`src/rtl/id_fwd_scoreboard.sv`:
```
// Decode-stage operand forwarding and multi-cycle scoreboard feeding the EX register.
// Optional stall counter is built only when ID_STALL_CNT_EN is defined.
module id_fwd_scoreboard #(
   parameter int XLEN = 32,
   parameter int NSRC = 3,
   parameter int NREG = 32
) (
   input  logic                 clk,
   input  logic                 rst_n,
   input  logic                 dec_valid_i,
   input  logic [4:0]           dec_rs1_addr_i,
   input  logic [4:0]           dec_rs2_addr_i,
   input  logic [4:0]           dec_rd_addr_i,
   input  logic                 dec_rs1_used_i,
   input  logic                 dec_rs2_used_i,
   input  logic                 dec_rd_wr_i,
   input  logic                 dec_is_mc_i,
   input  logic [XLEN-1:0]      rf_rs1_i,
   input  logic [XLEN-1:0]      rf_rs2_i,
   input  logic [NSRC-1:0]      fwd_valid_i,
   input  logic [NSRC-1:0]      fwd_ready_i,
   input  logic [5*NSRC-1:0]    fwd_addr_i,
   input  logic [XLEN*NSRC-1:0] fwd_data_i,
   input  logic                 mc_done_i,
   input  logic [4:0]           mc_rd_addr_i,
   input  logic [XLEN-1:0]      mc_rd_data_i,
   input  logic                 ex_ready_i,
   input  logic                 flush_i,
   output logic                 ex_valid_o,
   output logic [XLEN-1:0]      ex_rs1_o,
   output logic [XLEN-1:0]      ex_rs2_o,
   output logic [4:0]           ex_rd_addr_o,
   output logic                 ex_rd_wr_o,
   output logic                 ex_is_mc_o,
   output logic                 stall_o,
   output logic [NREG-1:0]      sb_busy_o,
   output logic [31:0]          stall_cnt_o
);

   logic [NREG-1:0] busy_q;
   logic [NREG-1:0] busy_eff;
   logic [NREG-1:0] clr_vec;
   logic [NREG-1:0] set_vec;
   logic [XLEN-1:0] rs1_val;
   logic [XLEN-1:0] rs2_val;
   logic            rs1_pend;
   logic            rs2_pend;
   logic            issue;

   // Lowest-index ready forward wins, then the multi-cycle writeback, then the register file.
   function automatic logic [XLEN-1:0] resolve(input logic [4:0] addr, input logic [XLEN-1:0] rf);
      logic            hit;
      logic [XLEN-1:0] val;
      hit = 1'b0;
      val = rf;
      if (addr == 5'd0) begin
         val = '0;
      end else begin
         for (int k = 0; k < NSRC; k++) begin
            if (!hit && fwd_valid_i[k] && fwd_ready_i[k] && fwd_addr_i[5*k +: 5] == addr) begin
               hit = 1'b1;
               val = fwd_data_i[XLEN*k +: XLEN];
            end
         end
         if (!hit && mc_done_i && mc_rd_addr_i == addr) val = mc_rd_data_i;
      end
      return val;
   endfunction

   // A pending (not-ready) forward stalls only if no higher-priority source is ready.
   function automatic logic pending(input logic [4:0] addr);
      logic seen_ready;
      logic pend;
      seen_ready = 1'b0;
      pend       = 1'b0;
      if (addr != 5'd0) begin
         for (int k = 0; k < NSRC; k++) begin
            if (fwd_valid_i[k] && fwd_addr_i[5*k +: 5] == addr) begin
               if (fwd_ready_i[k]) seen_ready = 1'b1;
               else if (!seen_ready) pend = 1'b1;
            end
         end
      end
      return pend;
   endfunction

   always_comb begin
      clr_vec = '0;
      if (mc_done_i) clr_vec[mc_rd_addr_i] = 1'b1;
      busy_eff = busy_q & ~clr_vec;
      rs1_val  = resolve(dec_rs1_addr_i, rf_rs1_i);
      rs2_val  = resolve(dec_rs2_addr_i, rf_rs2_i);
      rs1_pend = pending(dec_rs1_addr_i);
      rs2_pend = pending(dec_rs2_addr_i);
   end

   always_comb begin
      stall_o = 1'b0;
      if (dec_valid_i) begin
         if (dec_rs1_used_i && dec_rs1_addr_i != 5'd0 && (rs1_pend || busy_eff[dec_rs1_addr_i]))
            stall_o = 1'b1;
         if (dec_rs2_used_i && dec_rs2_addr_i != 5'd0 && (rs2_pend || busy_eff[dec_rs2_addr_i]))
            stall_o = 1'b1;
         if (dec_rd_wr_i && dec_rd_addr_i != 5'd0 && busy_eff[dec_rd_addr_i])
            stall_o = 1'b1;
         if (dec_is_mc_i && (|busy_eff))
            stall_o = 1'b1;
      end
   end

   assign issue = dec_valid_i && !stall_o && ex_ready_i && !flush_i;

   always_comb begin
      set_vec = '0;
      if (issue && dec_is_mc_i && dec_rd_wr_i && dec_rd_addr_i != 5'd0)
         set_vec[dec_rd_addr_i] = 1'b1;
   end

   // Set is applied after clear so an mc op may retarget a register freed this cycle.
   always_ff @(posedge clk or negedge rst_n) begin
      if (!rst_n) begin
         busy_q <= '0;
      end else begin
         busy_q    <= (busy_q & ~clr_vec) | set_vec;
         busy_q[0] <= 1'b0;
      end
   end

   assign sb_busy_o = busy_q;

   always_ff @(posedge clk or negedge rst_n) begin
      if (!rst_n) begin
         ex_valid_o   <= 1'b0;
         ex_rs1_o     <= '0;
         ex_rs2_o     <= '0;
         ex_rd_addr_o <= '0;
         ex_rd_wr_o   <= 1'b0;
         ex_is_mc_o   <= 1'b0;
      end else if (flush_i || (ex_ready_i && !issue)) begin
         ex_valid_o <= 1'b0;
         ex_rd_wr_o <= 1'b0;
         ex_is_mc_o <= 1'b0;
      end else if (ex_ready_i) begin
         ex_valid_o   <= 1'b1;
         ex_rs1_o     <= rs1_val;
         ex_rs2_o     <= rs2_val;
         ex_rd_addr_o <= dec_rd_addr_i;
         ex_rd_wr_o   <= dec_rd_wr_i;
         ex_is_mc_o   <= dec_is_mc_i;
      end
   end

`ifdef ID_STALL_CNT_EN
   logic [31:0] stall_cnt_q;

   always_ff @(posedge clk or negedge rst_n) begin
      if (!rst_n) begin
         stall_cnt_q <= '0;
      end else if (dec_valid_i && stall_o && stall_cnt_q != 32'hFFFF_FFFF) begin
         stall_cnt_q <= stall_cnt_q + 32'd1;
      end
   end

   assign stall_cnt_o = stall_cnt_q;
`else
   assign stall_cnt_o = '0;
`endif

endmodule
```
`config.mk`:
```
export PLATFORM = sky130hd
export DESIGN_NAME = id_fwd_scoreboard
export DESIGN_NICKNAME = d
export VERILOG_FILES = /design/src/rtl/id_fwd_scoreboard.sv
export SDC_FILE = /design/constraint.sdc
export NUM_CORES = 1
export LEC_CHECK = 0
export CAP_MARGIN = 25
export CORE_AREA = 2 2 148 150
export CTS_BUF_LIST = sky130_fd_sc_hd__clkbuf_8
export CTS_CLUSTER_SIZE = 12
export DETAILED_ROUTE_END_ITERATION = 6
export DIE_AREA = 0 0 150 152
export PLACE_DENSITY_LB_ADDON = 0.05
export SLEW_MARGIN = 0
export SYNTH_ARGS = -nofsm -noshare
export SYNTH_HDL_FRONTEND = slang
export SYNTH_SLANG_ARGS = --single-unit
```
`constraint.sdc`:
```
create_clock -name clk -period 3.2 [get_ports clk]
set_clock_uncertainty 0.2 [all_clocks]
set_input_delay 0.48 -clock clk [delete_from_list [all_inputs] [get_ports clk]]
set_output_delay 0.48 -clock clk [all_outputs]
set_load 0.03 [all_outputs]
```
# Word level (Yosys, flattened, before mapping)
# Cells that the tools add are included.
# Widths: inputs -> output; s select.
[classes] muxes=73 n_reduce_logical=61 magnitude_cmp=6 n_eq_ne=8 bitwise=4
[ops] operator="$mux 32" n=12
[ops] operator="$mux 1" n=56
[ops] operator="$logic_and 1x1->1" n=41
[ops] operator="$eq 5x5->1" n=8
[ops] operator="$and 32x32->32" n=1
[ops] operator="$not 32->32" n=1
[ops] operator="$or 32x32->32" n=1
[ops] operator="$reduce_or 32->1" n=1
[ops] operator="$lt 5x6->1 const B" n=4
[ops] operator="$bmux 1 s5" n=3
[ops] operator="$reduce_bool 5->1" n=3
[ops] operator="$demux 1 s5" n=2
[ops] operator="$ge 5x1->1 const B" n=2
[ops] operator="$logic_not 5->1" n=2
[ops] operator="$logic_not 1->1" n=9
[ops] operator="$logic_or 1x1->1" n=3
[ops] operator="$reduce_and 2->1" n=1
[ops] operator="$reduce_bool 2->1" n=1
[ops] operator="$not 1->1" n=1
[totals] inputBits=243 wordCells=159 regBits=103 output_inout_bits=137

# Depth between registers and ports, before layout
# Gate-level depths: netlist of run 1.
[logic_depth] word_depth=27 ltp_mapped=13 mapped_depth_nobuf=9

# Least setup slack after synthesis of run 1
# Ideal clock, no wire load.
[synth_timing] kind="input to output" from="in mc_rd_addr_i[1]" to="out stall_o" path_stages=9 path_buffers=1 path_slack_ns=-0.391 required_ns=2.520 t_arrival_ns=2.911 path_cell_list="buf_2 nand2b_1 o21ai_1 mux4_2 or3_1 o311ai_1 o311ai_1 o32a_2 a21boi_0"
[synth_between] elab_chain_cells=16 word_cells_on_any_way=26 cone_classes="order compare: 2; mux: 14; bitwise: 2; reduce/logical: 8"
[synth_rtl] element="start, declared" line_no="25" text="input logic [4:0] mc_rd_addr_i,"
[synth_rtl] element="$lt 5x6->1 (not written as such) / $ge 5x1->1 (equally long branches)" line_no="89" text="if (mc_done_i) clr_vec[mc_rd_addr_i] = 1'b1;"
[synth_rtl] element="$logic_and 1x1->1 (not written as such)" line_no="89"
[synth_rtl] element="$mux 1 (not written as such)" line_no="89"
[synth_rtl] element="$demux 1 s5 *" line_no="89"
[synth_rtl] element="$mux 32 *" line_no="89"
[synth_rtl] element="$not 32->32 *" line_no="90" text="busy_eff = busy_q & ~clr_vec;"
[synth_rtl] element="$and 32x32->32 *" line_no="90"
[synth_rtl] element="$bmux 1 s5" line_no="100" text="if (dec_rs1_used_i && dec_rs1_addr_i != 5'd0 && (rs1_pend || busy_eff[dec_rs1_addr_i]))"
[synth_rtl] element="$mux 1 (not written as such)" line_no="100"
[synth_rtl] element="$logic_or 1x1->1" line_no="100"
[synth_rtl] element="$logic_and 1x1->1" line_no="100"
[synth_rtl] element="$mux 1" line_no="100"
[synth_rtl] element="$mux 1" line_no="102" text="if (dec_rs2_used_i && dec_rs2_addr_i != 5'd0 && (rs2_pend || busy_eff[dec_rs2_addr_i]))"
[synth_rtl] element="$mux 1" line_no="104" text="if (dec_rd_wr_i && dec_rd_addr_i != 5'd0 && busy_eff[dec_rd_addr_i])"
[synth_rtl] element="$mux 1 *" line_no="106" text="if (dec_is_mc_i && (|busy_eff))"
[synth_rtl] element="$mux 1 *" line_no="99" text="if (dec_valid_i) begin"
[synth_rtl] element="end, declared" line_no="35" text="output logic stall_o,"
# Every way passes the cells marked *; elsewhere a longest branch is shown, timed or not. The select of a mux whose other input is x is not followed.

# Worst setup path in the final report of run 1
[layout_timing] from="in mc_rd_addr_i[0]" to="reg busy_q[1], in the netlist sb_busy_o[1]"
[layout_between] elab_chain_cells=25 word_cells_on_any_way=35 cone_classes="order compare: 2; mux: 15; bitwise: 3; reduce/logical: 15"
[layout_rtl] element="$lt 5x6->1 (not written as such) / $ge 5x1->1 (equally long branches)" line_no="89"
[layout_rtl] element="$logic_and 1x1->1 (not written as such)" line_no="89"
[layout_rtl] element="$mux 1 (not written as such)" line_no="89"
[layout_rtl] element="$demux 1 s5 *" line_no="89"
[layout_rtl] element="$mux 32 *" line_no="89"
[layout_rtl] element="$not 32->32 *" line_no="90, 124"
[layout_rtl] element="$and 32x32->32 *" line_no="90, 124"
[layout_rtl] element="$bmux 1 s5" line_no="100"
[layout_rtl] element="(+5 left out)"
[layout_rtl] element="$mux 1" line_no="104"
[layout_rtl] element="$mux 1" line_no="106"
[layout_rtl] element="$mux 1" line_no="99"
[layout_rtl] element="$logic_not 1->1" line_no="111" text="assign issue = dec_valid_i && !stall_o && ex_ready_i && !flush_i;"
[layout_rtl] element="$logic_and 1x1->1 (3 in a row)" line_no="111"
[layout_rtl] element="$logic_and 1x1->1 (3 in a row)" line_no="115" text="if (issue && dec_is_mc_i && dec_rd_wr_i && dec_rd_addr_i != 5'd0)"
[layout_rtl] element="$mux 32" line_no="115"
[layout_rtl] element="$or 32x32->32 *" line_no="124" text="busy_q <= (busy_q & ~clr_vec) | set_vec;"
[layout_rtl] element="end signal, assigned" line_no="124"
[layout_rtl] element="end, declared" line_no="40" text="logic [NREG-1:0] busy_q;"
# Marks and branches as above.
# A chain may end at the register's enable or synchronous reset.

==> flow_summary.yaml, run 1 <==
status:
  status: "complete, but fails checks"
  failed_checks: "setup timing"
timing:
  slew_viol_final: 0
  rsz0062_at_grt: "true"
  finalHoldViolations: 0
  setup_slack_ps: -303
  finalCriticalPeriod_ps: 3500
  fin_hold_ws_ps: 295
  fin_crit_sh_pct: 109
  slew_headroom_pct: 45.2
  finalSetupViolations: 96
  max_freq_mhz: 285
  worst_pin_slew_ps: 822
global_route:
  grt_usage_pct: 33.1
  antenna_found_initial: 1
  grt_overflow_total: 0
  grt_max_degree: 65
  grt_pass1_wl_um: 58500
  grt_pass1_vias: 9939
clocking:
  clk_latency_ps: 400
  cts.clk_slew.worst_paths_ps: 130
  clk_path_buf_depth: 2
  cts_tree: "yes"
  ctsRootBufferMaster: "clkbuf_8"
  cts_num_sinks: 103
  cts.htree.levels: 3
  cts_buffers: 9
worst_setup_path:
  reg2reg_setup_slack_ps: -10
  cp-endpoint: "sb_busy_o[1]$_DFF_PN0_"
  cp.required_ps: 3300
  cp-start-kind: "primary input"
  startpoint: "mc_rd_addr_i[0]"
  path_class: "primary input to flip-flop"
  rr_worst_depth: 12
  regToRegStartpoint: "sb_busy_o[16]$_DFF_PN0_"
  reg2reg_to: "sb_busy_o[1]$_DFF_PN0_"
  arrival_ps: 3600
  cp_max_fo: 6
  cp-end-kind: "flip-flop"
place:
  portBuffers: 346
  dpl.hpwl_um: 28400
  place.gp.congestion: 0.922
routing:
  drt_iter0_drc: 675
  ant_nets: 0
  wire_per_inst_um: 21.6
  firstDrtPassIters: 6
  vias: 10200
  drc: 0
  routed_via_density: 5.68
  wirelength_um: 38800
final_layout:
  drive_gt1_share_pct: 24.3
  nets: 1758
  antenna_cells: 0
  area_growth_pct: 68.4
  utilization_pct: 70.3
min_path:
  min_path_type: "flip-flop to flip-flop"
synth:
  synth_seq_cells: 103
  synth.most_common_cell: "mux2i_1"
  synth_edf_count: 0
  synth_flop_cell: "dfrtp_1"
  synth_common_cells: "mux2i_1, nor2_1, dfrtp_1, a21oi_1, a211oi_1"
  synth_cell_types: 66
  syn_avg_cell_area_sq_um: 8.60
  syn_inst: 1036
  synth_area_sq_um: 8910
  synth_area_leaders: "dfrtp_1, mux2i_1, a211oi_1, nor2_1, mux2_2"
  synth_top_area_share_pct: 28.9
  yosysTopAreaCell: "dfrtp_1"
  synth_async_sr_flop_share_pct: 100
  synth_warnings: 0
  seq_area_frac_synth_pct: 28.9
die:
  rows: 54
  ios: 380
  dieArea_sq_um: 22800
  die_w_um: 150
  coreArea_sq_um: 21400
  die_h_um: 152
  start_util_pct: 41.7
pwr:
  total_leakage_power_uw: 0.00704
  ir_drop_uv: 326
  powerDensity_nw_per_um2: 377
job:
  cap_violations: 0
-- cells in the final DEF (no fill, tap or decap), drive strengths merged, types with 4 or more instances in the layout --
| cell type | count |
|---|---|
| conb | 33 |
| a32oi | 4 |
| dlymetal6s2s | 9 |
| dlygate4sd2 | 6 |
| or3 | 5 |
| nor3 | 9 |
| o31ai | 10 |
| o21ai | 33 |
| a21oi | 70 |
| mux2 | 42 |
| nor2 | 122 |
| mux4 | 7 |
| nand3 | 13 |
| nor2b | 6 |
| nand2 | 56 |
| clkdlybuf4s50 | 323 |
| o311ai | 6 |
| xnor2 | 15 |
| buf | 215 |
| nor4 | 9 |
| xor2 | 23 |
| dfrtp | 103 |
| or4 | 4 |
| a211oi | 65 |
| nand4 | 14 |
| o211ai | 35 |
| inv | 44 |
| clkbuf | 11 |
| o41ai | 24 |
| mux2i | 134 |
| o2111ai | 7 |
| nand2b | 10 |
| and3 | 5 |
-- final cells by class --
cell class                      instances  area, sq um
Fill cell                            1733         6340
Inverter                               41          154
Tap cell                              280          350
Sequential cell                       103         2580
Timing Repair Buffer                  558         5460
Multi-Input combinational cell        802         6240
Clock buffer                            9          124
Clock inverter                          7          100
-- critical path, cell delays in order --
cell and delay [ps]:
buf_6 100, buf_6 120, or4b_4 550, buf_6 150, o21ai_4 170, nand3_1 140
nor4_2 310, nand3_1 140, a32oi_2 220, and4b_2 380, buf_6 140, nand2_8 90
buf_12 160, buf_16 140, o41ai_4 290
-- stage by stage --
stage | std cells | area, sq um | TNS, ps | worst slack [ps] | total power (uW)
detailed placement | 1737 | 13600 | -81850 | -924 | 4550
finish | 1800 | 15000 | -14450 | -303 | 5650
global route | 1800 | 15000 | -24560 | -405 | 5900
global placement | 1737 | 13600 | -83170 | -907 | 4530
floorplan | 1068 | 9090 | -220 | -18.6 | 3200
CTS | 1782 | 14500 | -8710 | -307 | 5600
-- registers in the layout, summed over array words and instances (netlist names) --
register / cells
ex_rs1_o: 32
ex_rs2_o: 32
sb_busy_o: 31
ex_rd_addr_o: 5
ex_is_mc_o: 1
ex_rd_wr_o: 1
ex_valid_o: 1
-- power breakdown --
group	total (uW)	internal (uW)	switching, uW
clock network	961	388	572
logic	2890	1360	1530
registers	1800	1610	190
-- worst min-delay path by stage --
stage / start / endpoint / slack (ps) / cells after the start
after floorplan: rst_n / ex_is_mc_o$_DFFE_PN0P_ / -20 / 0
after global placement: ex_valid_o$_DFFE_PN0P_ / ex_valid_o$_DFFE_PN0P_ / 260 / 2
after detailed placement: ex_valid_o$_DFFE_PN0P_ / ex_valid_o$_DFFE_PN0P_ / 270 / 2
after CTS: ex_valid_o$_DFFE_PN0P_ / ex_valid_o$_DFFE_PN0P_ / 300 / 2
after global routing: ex_rs1_o[12]$_DFFE_PN0P_ / ex_rs1_o[12]$_DFFE_PN0P_ / 320 / 1
final: ex_valid_o$_DFFE_PN0P_ / ex_valid_o$_DFFE_PN0P_ / 290 / 2
-- layer usage --
metal | GRT usage (%) | share of wire, %
met5 | 0 | 0.023
met4 | 10.6 | 2.8
met3 | 6.85 | 7.5
met2 | 55.3 | 49
met1 | 42.5 | 41
-- repair_timing --
| action | 4_1_cts | 5_1_grt |
|---|---|---|
| gates cloned | 8 | 1 |
| hold buffers | 1 | 0 |
| hold endpoints to repair | 31 | 0 |
| setup endpoints to repair | 104 | 101 |
| gates resized for setup | 98 | 67 |
| buffers inserted | 20 | 18 |
| pin swaps | 22 | 33 |
-- logic make-up after synthesis --
group	after synthesis	synth area share (%)
compound gates	277	21.8
simple gates	270	14.3
mux	183	22.1
buf+inv	164	9.06
flops	103	28.9
xor+xnor	38	3.73
other cells	1	0.0421
Power figures use the tool's default switching activity.
==> inputs of run 2 (changes only) <==
--- a/config.mk
+++ b/config.mk
@@ -5,12 +5,13 @@
 export SDC_FILE = /design/constraint.sdc
 export NUM_CORES = 1
 export LEC_CHECK = 0
+export ABC_AREA = 1
 export CAP_MARGIN = 25
-export CORE_AREA = 2 2 148 150
+export CORE_AREA = 2 2 149 151
 export CTS_BUF_LIST = sky130_fd_sc_hd__clkbuf_8
 export CTS_CLUSTER_SIZE = 12
 export DETAILED_ROUTE_END_ITERATION = 6
-export DIE_AREA = 0 0 150 152
+export DIE_AREA = 0 0 151 153
 export PLACE_DENSITY_LB_ADDON = 0.05
 export SLEW_MARGIN = 0
 export SYNTH_ARGS = -nofsm -noshare
==> constraint.sdc (replaced) <==
create_clock -name clk -period 3.2 [get_ports clk]
set_clock_uncertainty 0.2 [all_clocks]
set_input_delay 0.48 -clock clk [delete_from_list [all_inputs] [get_ports clk]]
set_output_delay 0.48 -clock clk [all_outputs]
set_load 0.01 [all_outputs]
==> run 2 against run 1 <==
Against the previous run: the flow now finishes without violations; final area is 2.7% lower; flip-flop and latch count unchanged; cell count increased by 27%; combinational power is 20% lower; first-iteration DRC count up 80%; non-clock buffer count down 7; critical path type is now primary input to output port.
==> flow_summary.yaml, run 2 <==
final_layout:
  final_cell_mix: "nand2_1, nor2_1, clkdlybuf4s50_1"
  utilization_pct: 68.0
  nets: 2248
  area_growth_pct: 62.8
  instances_no_fill: 2294
  drive_gt1_share_pct: 15.6
  final_common_cell: "nand2_1"
worst_setup_path:
  rr_worst_depth: 12
  reg2reg_setup_slack_ps: 600
  startpoint: "dec_rs2_addr_i[3]"
  cp-start-kind: "primary input"
  arrival_ps: 2400
  path_class: "primary input to output port"
  cp-end-kind: "output port"
  reg2reg_to: "sb_busy_o[13]$_DFF_PN0_"
  cp_max_fo: 4
  cp.required_ps: 2520
  regToRegStartpoint: "sb_busy_o[5]$_DFF_PN0_"
clocking:
  ctsRootBufferMaster: "clkbuf_8"
  cts.clk_slew.worst_paths_ps: 110
  cts_num_sinks: 103
  clk_path_buf_depth: 2
  clk_latency_ps: 390
  cts_buffers: 9
  cts_tree: "yes"
  cts.htree.levels: 3
timing:
  finalCriticalPeriod_ps: 3080
  finalSetupViolations: 0
  fin_crit_sh_pct: 96.2
  finalHoldViolations: 0
  slew_viol_final: 0
  slew_headroom_pct: 44.2
  max_freq_mhz: 325
  worst_pin_slew_ps: 837
routing:
  routed_via_density: 5.59
  ant_nets: 0
  vias: 12800
  wirelength_um: 45300
  drc: 0
  firstDrtPassIters: 5
  wire_per_inst_um: 19.7
  drt_iter0_drc: 1213
die:
  start_util_pct: 41.7
  dieArea_sq_um: 23100
  coreArea_sq_um: 21500
  rows: 54
  die_w_um: 151
  ios: 380
  die_h_um: 153
synth:
  synth_async_sr_flop_share_pct: 100
  synth_common_cells: "nand2_1, nor2_1, nand3_1, o21ai_0, dfrtp_1"
  syn_inst: 1539
  synth_area_leaders: "dfrtp_1, nand2_1, nor2_1, nand3_1, o21ai_0"
  synth_cell_types: 28
  yosys.area_share.simple_pct: 45.4
  synth_area_sq_um: 8970
  synth_xor_area_share_pct: 1.47
  synth_top_area_share_pct: 28.7
  synth_flop_cell: "dfrtp_1"
  seq_area_frac_synth_pct: 28.7
  synth_warnings: 0
  synth_seq_cells: 103
  synth.most_common_cell: "nand2_1"
  syn_avg_cell_area_sq_um: 5.83
  synthMuxAreaShare_pct: 0
  synth_edf_count: 0
  synthAdderAreaFrac_pct: 0
  synth_top_family_by_area: "simple AND/OR/NAND/NOR gates"
  synth_compound_area_share_pct: 12.9
  yosysTopAreaCell: "dfrtp_1"
global_route:
  grt_overflow_total: 0
  grt_max_degree: 59
  antenna_found_initial: 4
  grt_pass1_wl_um: 69000
  grt_usage_pct: 38.5
  grt_pass1_vias: 12400
pwr:
  netSwitchingFraction_pct: 37.9
  power_frac_clock_pct: 17.4
  p_switching_uw: 1870
  powerDensity_nw_per_um2: 339
  seq_power_share_pct: 35.7
  ir_drop_uv: 254
  p_int_uw: 3070
  comb_power_share_pct: 46.9
  finalPower_uw: 4940
  total_leakage_power_uw: 0.00740
min_path:
  hold_depth: 3
  min_to: "ex_rd_addr_o[4]$_DFFE_PN0P_"
  min_path_type: "primary input to flip-flop"
  hp-start: "dec_rd_addr_i[4]"
job:
  cap_violations: 0
place:
  place.gp.congestion: 0.993
  placed_cells: 2256
  portBuffers: 346
  dpl.hpwl_um: 34700
status:
  status: "completed"
run 2: logic make-up after synthesis:
| group | after synthesis |
|---|---|
| simple gates | 969 |
| other cells | 1 |
| compound gates | 218 |
| buf+inv | 233 |
| flops | 103 |
| xor+xnor | 15 |
run 2: repair_timing:
action / 4_1_cts / 5_1_grt
setup endpoints to repair: 3 / 31
hold buffers: 1 / 0
cloned: 0 / 0
buffers inserted: 7 / 11
hold endpoints to repair: 1 / 0
gates resized for setup: 61 / 77
pin swaps: 9 / 21
run 2: per-stage QoR:
step	TNS [ps]	hold WS [ps]	setup WS, ps	instance area, sq um
final	0	242	122	14600
after global routing	-16.2	265	-11.2	14600
after CTS	0	287	37.9	14300
after detailed placement	-32680	258	-713	13900
after global placement	-33570	254	-728	13900
after floorplan	0	-15.6	616	9090
run 2: area by class of cell:
type                       instances  area [sq um]
antenna                            4          10.0
timing repair buffer             551          5250
sequential                       103          2580
inverter                         105           397
multi-input combinational       1235          5830
clock inverter                     6          51.3
clock buffer                      10           138
tap                              280           350
fill                            1985          6880
run 2: layer usage:
metal	track usage, %	wire (um)	vias up
li1	-	-	5934
met1	47.5	17300	5979
met2	64.9	21900	756
met3	6.06	3790	149
met4	19.0	2210	0
met5	0	0	-
run 2: how the worst max path moves through the flow:
stage / endpoint / slack [ps] / cells after the start
5_1_grt: stall_o / -10 / 15
3_5_place_dp: stall_o / -710 / 16
6_report: stall_o / 120 / 15
4_1_cts: stall_o / 40 / 15
3_3_place_gp: stall_o / -730 / 14
2_1_floorplan: ex_rs1_o[30]$_DFFE_PN0P_ / 620 / 16
run 2: power groups by stage:
stage,Clock [uW],Sequential [uW],Combinational [uW]
floorplan,0,1870,738
finish,859,1770,2320
CTS,873,1760,2270
global route,925,1790,2480
global placement,0,1780,2230
detailed placement,0,1780,2250
run 2: worst max-delay path: stages:
cell             delay (ps)
clkdlybuf4s50_1         440
buf_4                   170
inv_2                   100
nand2_1                  80
a21oi_2                 150
nand4_1                 150
nand3_1                 100
nor2_1                   40
nor2_1                  130
nand3_1                 100
nand2_2                  90
nand2_2                  60
o21ai_2                 110
inv_1                    40
buf_2                   140
